==> config.mk <==
export PLATFORM = sky130hd
export DESIGN_NAME = conv2d_stream_driver
export DESIGN_NICKNAME = d
export VERILOG_FILES = /design/src/rtl/conv2d_stream_driver.sv
export SDC_FILE = /design/constraint.sdc
export NUM_CORES = 1
export LEC_CHECK = 0
export CAP_MARGIN = 40
export CORE_MARGIN = 10
export CORE_UTILIZATION = 35
export CTS_CLUSTER_SIZE = 16
export DETAILED_ROUTE_END_ITERATION = 12
export SYNTH_ARGS = -nofsm -noshare
export SYNTH_HDL_FRONTEND = slang
export SYNTH_SLANG_ARGS = --single-unit
==> constraint.sdc <==
create_clock -name clk -period 21.4 [get_ports clk]
set_clock_uncertainty 0.15 [all_clocks]
set_input_delay 6.42 -clock clk [delete_from_list [all_inputs] [get_ports clk]]
set_output_delay 6.42 -clock clk [all_outputs]
set_load 0.1 [all_outputs]
==> src/rtl/conv2d_stream_driver.sv <==
// rtl/conv2d_stream_driver.sv - Conv2d initiator: serial words in, start/finish handshake, serial result out
module conv2d_stream_driver #(
    parameter int BITWIDTH  = 32,
    parameter int IN_WORDS  = 9,
    parameter int OUT_WORDS = 8
) (
    input  logic                          clk,
    input  logic                          rst,
    input  logic                          in_valid,
    output logic                          in_ready,
    input  logic [BITWIDTH-1:0]           in_data,
    output logic [BITWIDTH*IN_WORDS-1:0]  conv_data,
    output logic                          conv_start,
    input  logic                          conv_finish,
    input  logic [BITWIDTH*OUT_WORDS-1:0] conv_result,
    output logic                          out_valid,
    input  logic                          out_ready,
    output logic [BITWIDTH-1:0]           out_data,
    output logic                          out_last,
    output logic                          busy
);

    localparam int MAXW = (IN_WORDS > OUT_WORDS) ? IN_WORDS : OUT_WORDS;
    localparam int CW   = $clog2(MAXW + 1);
    localparam logic [CW-1:0] IN_LAST  = CW'(IN_WORDS - 1);
    localparam logic [CW-1:0] OUT_LAST = CW'(OUT_WORDS - 1);

    typedef enum logic [1:0] {
        S_LOAD  = 2'd0,
        S_START = 2'd1,
        S_WAIT  = 2'd2,
        S_DRAIN = 2'd3
    } state_t;

    state_t                        state;
    state_t                        next_state;
    logic [CW-1:0]                 in_cnt;
    logic [CW-1:0]                 out_cnt;
    logic [BITWIDTH*OUT_WORDS-1:0] result_q;
    logic                          finish_q;
    logic                          in_fire;
    logic                          out_fire;
    logic                          finish_rise;

    assign in_fire     = in_valid && in_ready;
    assign out_fire    = out_valid && out_ready;
    // Edge detect so a finish left high from an earlier run never triggers capture
    assign finish_rise = conv_finish && !finish_q;

    always_ff @(posedge clk or posedge rst) begin
        if (rst) begin
            state <= S_LOAD;
        end else begin
            state <= next_state;
        end
    end

    always_comb begin
        next_state = state;
        case (state)
            S_LOAD:  if (in_fire && in_cnt == IN_LAST) next_state = S_START;
            S_START: next_state = S_WAIT;
            S_WAIT:  if (finish_rise) next_state = S_DRAIN;
            S_DRAIN: if (out_fire && out_cnt == OUT_LAST) next_state = S_LOAD;
            default: next_state = S_LOAD;
        endcase
    end

    always_comb begin
        in_ready   = (state == S_LOAD) && !rst;
        conv_start = (state == S_START);
        out_valid  = (state == S_DRAIN);
        out_last   = (state == S_DRAIN) && (out_cnt == OUT_LAST);
        busy       = (state != S_LOAD);
    end

    always_ff @(posedge clk or posedge rst) begin
        if (rst) begin
            finish_q  <= 1'b0;
            in_cnt    <= '0;
            out_cnt   <= '0;
            conv_data <= '0;
            result_q  <= '0;
        end else begin
            finish_q <= conv_finish;
            if (in_fire) begin
                in_cnt <= (in_cnt == IN_LAST) ? '0 : in_cnt + 1'b1;
                for (int k = 0; k < IN_WORDS; k++) begin
                    if (in_cnt == CW'(k)) begin
                        conv_data[k*BITWIDTH +: BITWIDTH] <= in_data;
                    end
                end
            end
            if (state == S_WAIT && finish_rise) begin
                result_q <= conv_result;
            end
            if (out_fire) begin
                out_cnt <= (out_cnt == OUT_LAST) ? '0 : out_cnt + 1'b1;
            end
        end
    end

    always_comb begin
        out_data = '0;
        for (int k = 0; k < OUT_WORDS; k++) begin
            if (out_cnt == CW'(k)) begin
                out_data = result_q[k*BITWIDTH +: BITWIDTH];
            end
        end
    end

endmodule
* Yosys cells after proc, flatten, opt, wreduce, memory -nomap -nowiden
Index checks and enable logic that the tools add are counted.
** Word-level totals
- Register bits after elaboration :: 555
- Output and inout port bits :: 325
** Cells by class
- Eq/ne operators :: 21
- Reductions and logical operators :: 24
- Muxes and demuxes :: 14
- Add/subtract/negate cells :: 2
** Operators by type and width (count)
- 32-bit two-way mux :: 8
- 4-bit by 3-bit == test with 1-bit output, second input constant :: 8
- 2-bit AND reduction :: 9
- 4-bit by 2-bit == test with 1-bit output, second input constant :: 4
- 4-bit by 1-bit adder with 4-bit output, second input constant :: 2
- 4-bit by 1-bit == test with 1-bit output, second input constant :: 2
- 1-bit logical AND :: 8
- 4-bit logical NOT :: 2
- 4-bit two-way mux :: 2
- 2-bit one-hot mux with 4 select lines :: 1
- 2-bit two-way mux :: 3
- 2-bit == test, second input constant :: 2
- 4-bit == test, second input constant :: 1
- 2-bit inequality test, second input constant :: 2
- 3-bit AND reduction :: 1
- 2-bit by 1-bit == test with 1-bit output, second input constant :: 1
- 1-bit logical NOT :: 2
- 2-bit logical NOT :: 1
- 2-bit by 1-bit inequality test with 1-bit output, second input constant :: 1
- 2-bit nonzero test :: 1

* Logic depth before layout (Yosys ltp)
Gate-level depths: netlist (run 1).
- Depth in word-level cells :: 9
- Mapped depth :: 8
- Gate-level depth less buffers :: 6

* Worst setup path before layout (run 1)
No wires, ideal clock.
- Path type :: in2out
- Start :: input rst
- End :: output in_ready
- Buffers on the path :: 0
- Setup slack :: 7159 ps
- Stages :: 1
- Arrival time :: 7671 ps
- Path through :: nor2_1
** Between the ends
- Cells in the longest elaborated chain, start to end :: 2
** Ends and longest elaborated chain
- start: declaration :: RTL line 8 : input logic rst,
- 1-bit logical NOT (no line)
- 1-bit logical AND :: RTL line 70 : in_ready = (state == S_LOAD) && !rst;
- end: declaration :: RTL line 10 : output logic in_ready,
Every way passes these cells.

* Final worst setup path (run 1)
Same ends and word-level chain as after synthesis.

==> results of run 1 <==
critical path: cells and delay by family:
kind / cells / cell delay, ps
AND/OR/NAND/NOR: 1 / 180
buffers and inverters: 3 / 1340
sequential cells by signal (all words and copies together) (netlist names):
name	count
conv_data	288
finish_q	1
in_cnt	4
out_cnt	4
result_q	256
state	2
stage by stage:
step	setup slack (ps)	std cells
2_1_floorplan	7160	1643
3_3_place_gp	6570	3044
3_5_place_dp	6890	3377
4_1_cts	6880	3494
5_1_grt	6840	3497
6_report	6880	3498
metal layers:
layer	wire, um	global-route usage, %
met1	37200	28.1
met2	46400	39.7
met3	6160	6.22
met4	2670	7.65
met5	36	0
worst paths after layout:
check                                endpoint  slack [ps]  cells past startpoint
worst max-delay path                 in_ready        6880                      4
worst min-delay path             result_q[67]         350                      1
worst max register to register   result_q[10]       18160                      6
worst min register to register   result_q[67]         350                      1
max in group asynchronous       result_q[185]       12660                      7
min in group asynchronous       conv_data[36]        6590                      3
cell families (layout without fill, tap and decap cells):
logic type | count (synthesis) | after routing | synth area share, %
flip-flops | 555 | 555 | 58.9
multiplexers | 545 | 545 | 26.0
AO/OA/AOI/OAI | 205 | 205 | 7.05
AND/OR/NAND/NOR | 166 | 166 | 3.96
buffers and inverters | 156 | 1134 | 3.30
adder cells (fa/ha/maj) | 13 | 13 | 0.690
XOR/XNOR | 3 | 3 | 0.111
other | 0 | 4 | 0
area by class of cell:
class / count / share of cell area [%]
Antenna cell: 4 / 0.0245
Clock buffer: 97 / 4.74
Clock inverter: 20 / 0.594
Inverter: 42 / 0.395
Multi-Input combinational cell: 932 / 22.0
Sequential cell: 555 / 34.0
Tap cell: 873 / 2.67
Timing Repair Buffer: 975 / 35.6
cell usage after synthesis, types with 9 or more instances:
master,instances
buf_6,15
a32oi_1,31
mux2_2,537
dfrtp_1,555
o21ai_0,9
a21oi_1,64
ha_1,13
o22a_1,31
nand3b_1,33
a221oi_2,30
inv_1,42
clkbuf_1,39
a211oi_1,34
nor2b_1,33
buf_2,56
nand2_1,14
nor2_1,64
==> out/summary.json, run 1 <==
{
  "result_of_the_run": {"value": "finished, final reports clean"},
  "syn_area_per_cell": {"value": 14.4, "unit": "sq um"},
  "timing.critical_path.slowest_cell_delay": {"value": 580, "unit": "ps"},
  "routed_wirelength": {"value": 92500, "unit": "um"},
  "path_clk_slew": {"value": 50, "unit": "ps"},
  "multi_input_area": {"value": 8980, "unit": "sq um"},
  "fin_util": {"value": 61.0, "unit": "%"},
  "crit_path_frequent_cell": {"value": "clkdlybuf4s50_1"},
  "core_area": {"value": 67000, "unit": "sq um"},
  "die_y": {"value": 280, "unit": "um"},
  "synth-seq-area-share": {"value": 58.9, "unit": "%"},
  "clock-sinks": {"value": 555},
  "drv.max_cap_violation_count": {"value": 0},
  "detailedRoute.firstPassIterationCount": {"value": 4},
  "via_per_inst": {"value": 5.12},
  "critical_path.endpoint_type": {"value": "output pin"},
  "async_s_r_ff_share_synth": {"value": 100, "unit": "%"},
  "unrepaired_setup_endpoints_after_global_routing": {"value": "no"},
  "die-width": {"value": 280, "unit": "um"},
  "seqCellArea": {"value": 13900, "unit": "sq um"},
  "gr-usage-all-layers": {"value": 23.3, "unit": "%"},
  "synth_edf_count": {"value": 0},
  "initial_core_utilization": {"value": 35.2, "unit": "%"},
  "number_of_primary_i_o_pins": {"value": 618},
  "buffer_ports.inserted": {"value": 617},
  "crit_path_max_fanout": {"value": 5},
  "netlist.top_cell.by_area": {"value": "dfrtp_1"},
  "post_layout_minimum_cycle_time": {"value": 14520, "unit": "ps"},
  "ys_ff_latch": {"value": 555},
  "post_cts_resized": {"value": 0},
  "routed-via-count": {"value": 17900},
  "timing.final.hold_violations": {"value": 0},
  "area.growth.synth_to_final": {"value": 73.4, "unit": "%"},
  "hold_slack": {"value": 351, "unit": "ps"},
  "yosysWarnings": {"value": 0},
  "crit_chain": {"value": "clkdlybuf4s50_1 -> nor2_1 -> clkdlybuf4s50_1 -> buf_8"},
  "die_area": {"value": 78200, "unit": "sq um"},
  "remaining_routing_drc_violations": {"value": 0},
  "timing.critical_path.arrival": {"value": 7950, "unit": "ps"},
  "synth.area.top_cells": {"value": "dfrtp_1 59%, mux2_2 26%, a221oi_2 1.9%"},
  "grt_first_pass_wirelength": {"value": 137000, "unit": "um"},
  "timing.hold.worst.start": {"value": "result_q[67]"},
  "report.final.setup_viol": {"value": 0},
  "r2r-start": {"value": "state[0]"},
  "synthCells": {"value": 1643},
  "placement.cell_area": {"value": 38700, "unit": "sq um"},
  "clk_root_buffer_cell": {"value": "clkbuf_16"},
  "syn_nets": {"value": 1949},
  "detail_route.iter0.violations": {"value": 1110},
  "slew_headroom": {"value": 20.7, "unit": "%"},
  "cts_tree": {"value": "built"},
  "grt_start_max_net_pins": {"value": 191},
  "antenna_found_initial": {"value": 9},
  "critPathLaunchType": {"value": "primary input"},
  "post-dp-hpwl": {"value": 65600, "unit": "um"},
  "via_count_of_the_first_global_routing_pass": {"value": 20100},
  "clock_latency": {"value": 590, "unit": "ps"},
  "finish.instance_area": {"value": 40900, "unit": "sq um"},
  "place_congestion": {"value": 0.824},
  "final_cell_mix": {"value": "617 x clkdlybuf4s50_1, 554 x dfrtp_1, 537 x mux2_2"},
  "htree_num_levels": {"value": 3},
  "clock_buffers_created_by_tritoncts": {"value": 67},
  "row_count": {"value": 95},
  "cp.required": {"value": 14830, "unit": "ps"},
  "layout-drive-gt1-share": {"value": 40.0, "unit": "%"},
  "cts_post_setup_buffers_inserted": {"value": 0},
  "min_period_over_period": {"value": 67.8, "unit": "%"},
  "maxSlewViolCount": {"value": 0},
  "max_freq": {"value": 68.9, "unit": "MHz"},
  "average_routed_wire_per_standard_cell": {"value": 26.4, "unit": "um"},
  "tightestPinTransition": {"value": 1190, "unit": "ps"},
  "cts-hold-fix-buffers": {"value": 0},
  "synth_cell_types": {"value": 42},
  "grt_overflow_total": {"value": 0},
  "yosysTopAreaCellShare": {"value": 58.9, "unit": "%"},
  "fill_cells": {"value": 4674},
  "syn_area": {"value": 23600, "unit": "sq um"},
  "crit_type": {"value": "primary input to output pin"},
  "setup-tns-final": {"value": 0, "unit": "ps"},
  "cts_max_path_buffers": {"value": 3},
  "antenna_violating_nets_post_route": {"value": 0},
  "synth-main-ff-cell": {"value": "dfrtp_1"},
  "crit_path_top_delay_cell": {"value": "clkdlybuf4s50_1"},
  "path_class_of_the_lowest_slack_min_delay_path": {"value": "flop to flop"},
  "startpoint": {"value": "rst"},
  "layout_commonest_cell": {"value": "clkdlybuf4s50_1"},
  "final_nets": {"value": 2879}
}
Power of run 1 is not shown: default switching activity piles up to over one toggle a cycle in this logic, so the estimate is an artifact.
==> run 2: changes to the inputs <==
- clock period: 21.4 -> 14.05 ns (I/O delays scaled with it)
==> out/summary.json, run 2 (synthesis results as in run 1) <==
{
  "clock_buffers_created_by_tritoncts": {"value": 61},
  "critical_path.endpoint_type": {"value": "output pin"},
  "cp.required": {"value": 9680, "unit": "ps"},
  "clk_root_buffer_cell": {"value": "clkbuf_16"},
  "path_class_of_the_lowest_slack_min_delay_path": {"value": "flop to flop"},
  "grt_overflow_total": {"value": 0},
  "htree_num_levels": {"value": 2},
  "grt_start_max_net_pins": {"value": 175},
  "clock-sinks": {"value": 555},
  "reg2reg_to": {"value": "result_q[200]"},
  "fin_util": {"value": 60.8, "unit": "%"},
  "final_cell_mix": {"value": "616 x clkdlybuf4s50_1, 554 x dfrtp_1, 537 x mux2_2"},
  "cts_tree": {"value": "built"},
  "min_period_over_period": {"value": 71.7, "unit": "%"},
  "fill_cells": {"value": 4770},
  "grt_first_pass_wirelength": {"value": 136000, "unit": "um"},
  "r2r-start": {"value": "state[0]"},
  "result_of_the_run": {"value": "finished, final reports clean"},
  "cts-hold-fix-buffers": {"value": 0},
  "maxSlewViolCount": {"value": 0},
  "buffer_ports.inserted": {"value": 617},
  "via_count_of_the_first_global_routing_pass": {"value": 20100},
  "largest_register_ffs": {"value": 288},
  "hold_slack": {"value": 344, "unit": "ps"},
  "path_clk_slew": {"value": 60, "unit": "ps"},
  "antenna_found_initial": {"value": 15},
  "number_of_primary_i_o_pins": {"value": 618},
  "crit_type": {"value": "primary input to output pin"},
  "core_area": {"value": 67000, "unit": "sq um"},
  "die-width": {"value": 280, "unit": "um"},
  "detail_route.iter0.violations": {"value": 1031},
  "hold_path_end": {"value": "conv_data[220]"},
  "post_cts_resized": {"value": 0},
  "max_freq": {"value": 99.3, "unit": "MHz"},
  "timing.final.hold_violations": {"value": 0},
  "detailedRoute.firstPassIterationCount": {"value": 5},
  "drv.max_cap_violation_count": {"value": 0},
  "setup-tns-final": {"value": 0, "unit": "ps"},
  "average_routed_wire_per_standard_cell": {"value": 26.2, "unit": "um"},
  "tightestPinTransition": {"value": 1040, "unit": "ps"},
  "gr-usage-all-layers": {"value": 23.0, "unit": "%"},
  "reg2reg_depth": {"value": 7},
  "remaining_routing_drc_violations": {"value": 0},
  "post-place-ws": {"value": 4030, "unit": "ps"},
  "reg_with_most_ffs": {"value": "conv_data"},
  "critPathLaunchType": {"value": "primary input"},
  "report.final.setup_viol": {"value": 0},
  "row_count": {"value": 95},
  "via_per_inst": {"value": 5.09},
  "layout_commonest_cell": {"value": "clkdlybuf4s50_1"},
  "routed-via-count": {"value": 17800},
  "area.growth.synth_to_final": {"value": 72.7, "unit": "%"},
  "hold_path_depth": {"value": 1},
  "routed_wirelength": {"value": 91400, "unit": "um"},
  "layout-drive-gt1-share": {"value": 40.1, "unit": "%"},
  "place_congestion": {"value": 0.836},
  "post_layout_minimum_cycle_time": {"value": 10070, "unit": "ps"},
  "die_area": {"value": 78200, "unit": "sq um"},
  "timing.critical_path.arrival": {"value": 5710, "unit": "ps"},
  "crit_path_max_fanout": {"value": 5},
  "worst-r2r-setup-slack": {"value": 10750, "unit": "ps"},
  "clock_latency": {"value": 610, "unit": "ps"},
  "slew_headroom": {"value": 30.6, "unit": "%"},
  "setup_ws": {"value": 3980, "unit": "ps"},
  "cts_max_path_buffers": {"value": 3},
  "biggestRegsByFlops": {"value": "conv_data (288), result_q (256)"},
  "unrepaired_setup_endpoints_after_global_routing": {"value": "no"},
  "die_y": {"value": 280, "unit": "um"},
  "initial_core_utilization": {"value": 35.2, "unit": "%"},
  "antenna_violating_nets_post_route": {"value": 0},
  "cts_post_setup_buffers_inserted": {"value": 0},
  "timing.hold.worst.start": {"value": "conv_data[220]"},
  "final_nets": {"value": 2868},
  "post-dp-hpwl": {"value": 65100, "unit": "um"}
}
[run 2: cell types whose count changed in the layout (fill, tap and decap cells not counted), sizes merged, moves of 3 or more]
cell | before | now
clkbuf | 97 | 78
clkinv | 8 | 20
diode | 4 | 10
bufinv | 2 | 7
buf | 358 | 354
inv | 48 | 45
[run 2: stage by stage]
step           std cells  cell area (sq um)
6_report            3493              40700
5_1_grt             3491              40700
4_1_cts             3483              40700
3_5_place_dp        3372              38600
3_3_place_gp        3040              30500
2_1_floorplan       1643              23600
[run 2: cell type report]
cell class | count | area (sq um) | area share [%]
timing repair buffer | 970 | 14500 | 35.7
tap | 873 | 1090 | 2.68
clock inverter | 33 | 370 | 0.909
sequential | 555 | 13900 | 34.1
multi-input combinational | 932 | 8980 | 22.1
antenna | 10 | 25.0 | 0.0614
inverter | 42 | 161 | 0.396
clock buffer | 78 | 1690 | 4.15
[run 2: worst max-delay path, cell delays in order]
cell and delay (ps):
clkdlybuf4s50_1 530, nor2_1 160, clkdlybuf4s50_1 590, buf_16 190
[run 2: worst max path at each step]
stage | start | endpoint | slack, ps | cells past startpoint
after detailed placement | rst | in_ready | 4030 | 4
after CTS | rst | in_ready | 3960 | 4
after floorplan | rst | conv_data[0] | 2130 | 1
final | rst | in_ready | 3980 | 4
after global routing | rst | in_ready | 3890 | 4
after global placement | rst | in_ready | 3680 | 3
[run 2: routing by layer]
layer  vias to the layer above  wire (um)  track usage (%)
li1                       7778          -                -
met1                      9182      36900             28.1
met2                       651      45400             38.6
met3                       147       6460             6.66
met4                         8       2550             7.37
met5                         -         47                0
Power of run 2 is left out for the same reason.
==> run 3: changes to the inputs <==
- clock period: 14.05 -> 8.5 ns (I/O delays scaled with it)
==> out/summary.json, run 3 (synthesis results as in run 1) <==
{
  "clock-sinks": {"value": 555},
  "path_class_of_the_lowest_slack_min_delay_path": {"value": "flop to flop"},
  "timing.critical_path.arrival": {"value": 4210, "unit": "ps"},
  "r2r-start": {"value": "state[1]"},
  "hold_slack": {"value": 351, "unit": "ps"},
  "post-dp-hpwl": {"value": 67000, "unit": "um"},
  "largest_register_ffs": {"value": 288},
  "area.growth.synth_to_final": {"value": 72.6, "unit": "%"},
  "crit_type": {"value": "flop to output pin"},
  "die-width": {"value": 280, "unit": "um"},
  "placement.cell_area": {"value": 38600, "unit": "sq um"},
  "core_area": {"value": 67000, "unit": "sq um"},
  "antenna_found_initial": {"value": 21},
  "post_layout_minimum_cycle_time": {"value": 6910, "unit": "ps"},
  "maxSlewViolCount": {"value": 0},
  "crit_path_top_delay_cell": {"value": "nor2b_4"},
  "layout-drive-gt1-share": {"value": 40.1, "unit": "%"},
  "reg2reg_depth": {"value": 7},
  "worst-r2r-setup-slack": {"value": 5760, "unit": "ps"},
  "routed_wirelength": {"value": 94200, "unit": "um"},
  "crit_chain": {"value": "ha_2 -> nor2b_4 -> a32oi_1 -> a211oi_1 -> o22a_1 -> clkdlybuf4s50_1 -> buf_16"},
  "finish.instance_area": {"value": 40700, "unit": "sq um"},
  "timing.critical_path.slowest_cell_delay": {"value": 850, "unit": "ps"},
  "biggestRegsByFlops": {"value": "conv_data (288), result_q (256)"},
  "initial_core_utilization": {"value": 35.2, "unit": "%"},
  "setup_ws": {"value": 1590, "unit": "ps"},
  "remaining_routing_drc_violations": {"value": 0},
  "antenna_violating_nets_post_route": {"value": 0},
  "drv.max_cap_violation_count": {"value": 0},
  "path_clk_slew": {"value": 60, "unit": "ps"},
  "grt_start_max_net_pins": {"value": 167},
  "grt_overflow_total": {"value": 0},
  "timing.hold.worst.start": {"value": "conv_data[221]"},
  "reg2reg_to": {"value": "conv_data[104]"},
  "htree_num_levels": {"value": 2},
  "slew_headroom": {"value": 30.2, "unit": "%"},
  "grt_first_pass_wirelength": {"value": 138000, "unit": "um"},
  "hold_path_end": {"value": "conv_data[221]"},
  "cp.required": {"value": 5800, "unit": "ps"},
  "cts_post_setup_buffers_inserted": {"value": 0},
  "clk_root_buffer_cell": {"value": "clkbuf_16"},
  "layout_commonest_cell": {"value": "clkdlybuf4s50_1"},
  "unrepaired_setup_endpoints_after_global_routing": {"value": "no"},
  "detailedRoute.firstPassIterationCount": {"value": 5},
  "via_per_inst": {"value": 5.11},
  "clock_buffers_created_by_tritoncts": {"value": 60},
  "cts_max_path_buffers": {"value": 3},
  "place_congestion": {"value": 0.823},
  "critPathLaunchType": {"value": "flop"},
  "final_nets": {"value": 2870},
  "die_area": {"value": 78200, "unit": "sq um"},
  "number_of_primary_i_o_pins": {"value": 618},
  "report.final.setup_viol": {"value": 0},
  "cts_tree": {"value": "built"},
  "reg_with_most_ffs": {"value": "conv_data"},
  "buffer_ports.inserted": {"value": 617},
  "final_cell_mix": {"value": "616 x clkdlybuf4s50_1, 554 x dfrtp_1, 537 x mux2_2"},
  "average_routed_wire_per_standard_cell": {"value": 26.9, "unit": "um"},
  "crit_path_max_fanout": {"value": 31},
  "cts-hold-fix-buffers": {"value": 0},
  "min_period_over_period": {"value": 81.2, "unit": "%"},
  "post_cts_resized": {"value": 0},
  "critical_path.endpoint_type": {"value": "output pin"},
  "post-place-ws": {"value": 1820, "unit": "ps"},
  "routed-via-count": {"value": 17900},
  "via_count_of_the_first_global_routing_pass": {"value": 20000},
  "gr-usage-all-layers": {"value": 23.5, "unit": "%"},
  "max_freq": {"value": 145, "unit": "MHz"},
  "detail_route.iter0.violations": {"value": 1033},
  "clock_latency": {"value": 620, "unit": "ps"},
  "die_y": {"value": 280, "unit": "um"},
  "tightestPinTransition": {"value": 1050, "unit": "ps"},
  "result_of_the_run": {"value": "finished, final reports clean"},
  "hold_path_depth": {"value": 1},
  "row_count": {"value": 95},
  "timing.final.hold_violations": {"value": 0}
}
## run 3: cell count changes in the layout (fill, tap and decap cells not counted)
cell	before	now
diode_2	10	16
buf_8	75	83
buf_16	251	244
clkbuf_1	7	8
bufinv_16	7	6
buf_4	19	20
clkbuf_8	10	17
clkinvlp_4	3	2
clkinv_2	18	11
buf_6	0	1
## run 3: worst max path at each step
stage,startpoint,depth (start not counted),endpoint
6_report,out_cnt[1],7,out_data[9]
5_1_grt,out_cnt[0],7,out_data[9]
4_1_cts,out_cnt[1],7,out_data[9]
3_3_place_gp,rst,3,in_ready
2_1_floorplan,rst,1,conv_data[0]
3_5_place_dp,rst,4,in_ready
## run 3: through the flow
stage	instances	utilization, %	TNS, ps
after floorplan	1643	-	-973350
after global placement	3042	45.5	0
after detailed placement	3374	57.5	0
after CTS	3484	60.7	0
after global routing	3494	60.7	0
final	3501	60.7	0
## run 3: area by class of cell
class / count / area (sq um)
multi-input cells: 932 / 8980
fillers: 4729 / 26300
well taps: 873 / 1090
clock buffers: 86 / 1790
repair buffers: 973 / 14500
inverters: 42 / 161
flip-flops and latches: 555 / 13900
clock inverters: 24 / 298
diodes: 16 / 40.0
## run 3: worst max-delay path, delay by kind of cell (launching register included)
| family | cells | cell delay (ps) |
|---|---|---|
| AO/OA/AOI/OAI | 3 | 910 |
| buffers and inverters | 2 | 750 |
| AND/OR/NAND/NOR | 1 | 850 |
| adder cells (fa/ha/maj) | 1 | 600 |
| flip-flops | 1 | 440 |
## run 3: metal layers
metal  wire length (um)  up-vias  GRT usage (%)
li1                   -     7799              -
met1              36900     9151           27.7
met2              46500      738           39.4
met3               7430      190           7.34
met4               3300       14           9.58
met5                 83        -              0
Power of run 3 is left out for the same reason.
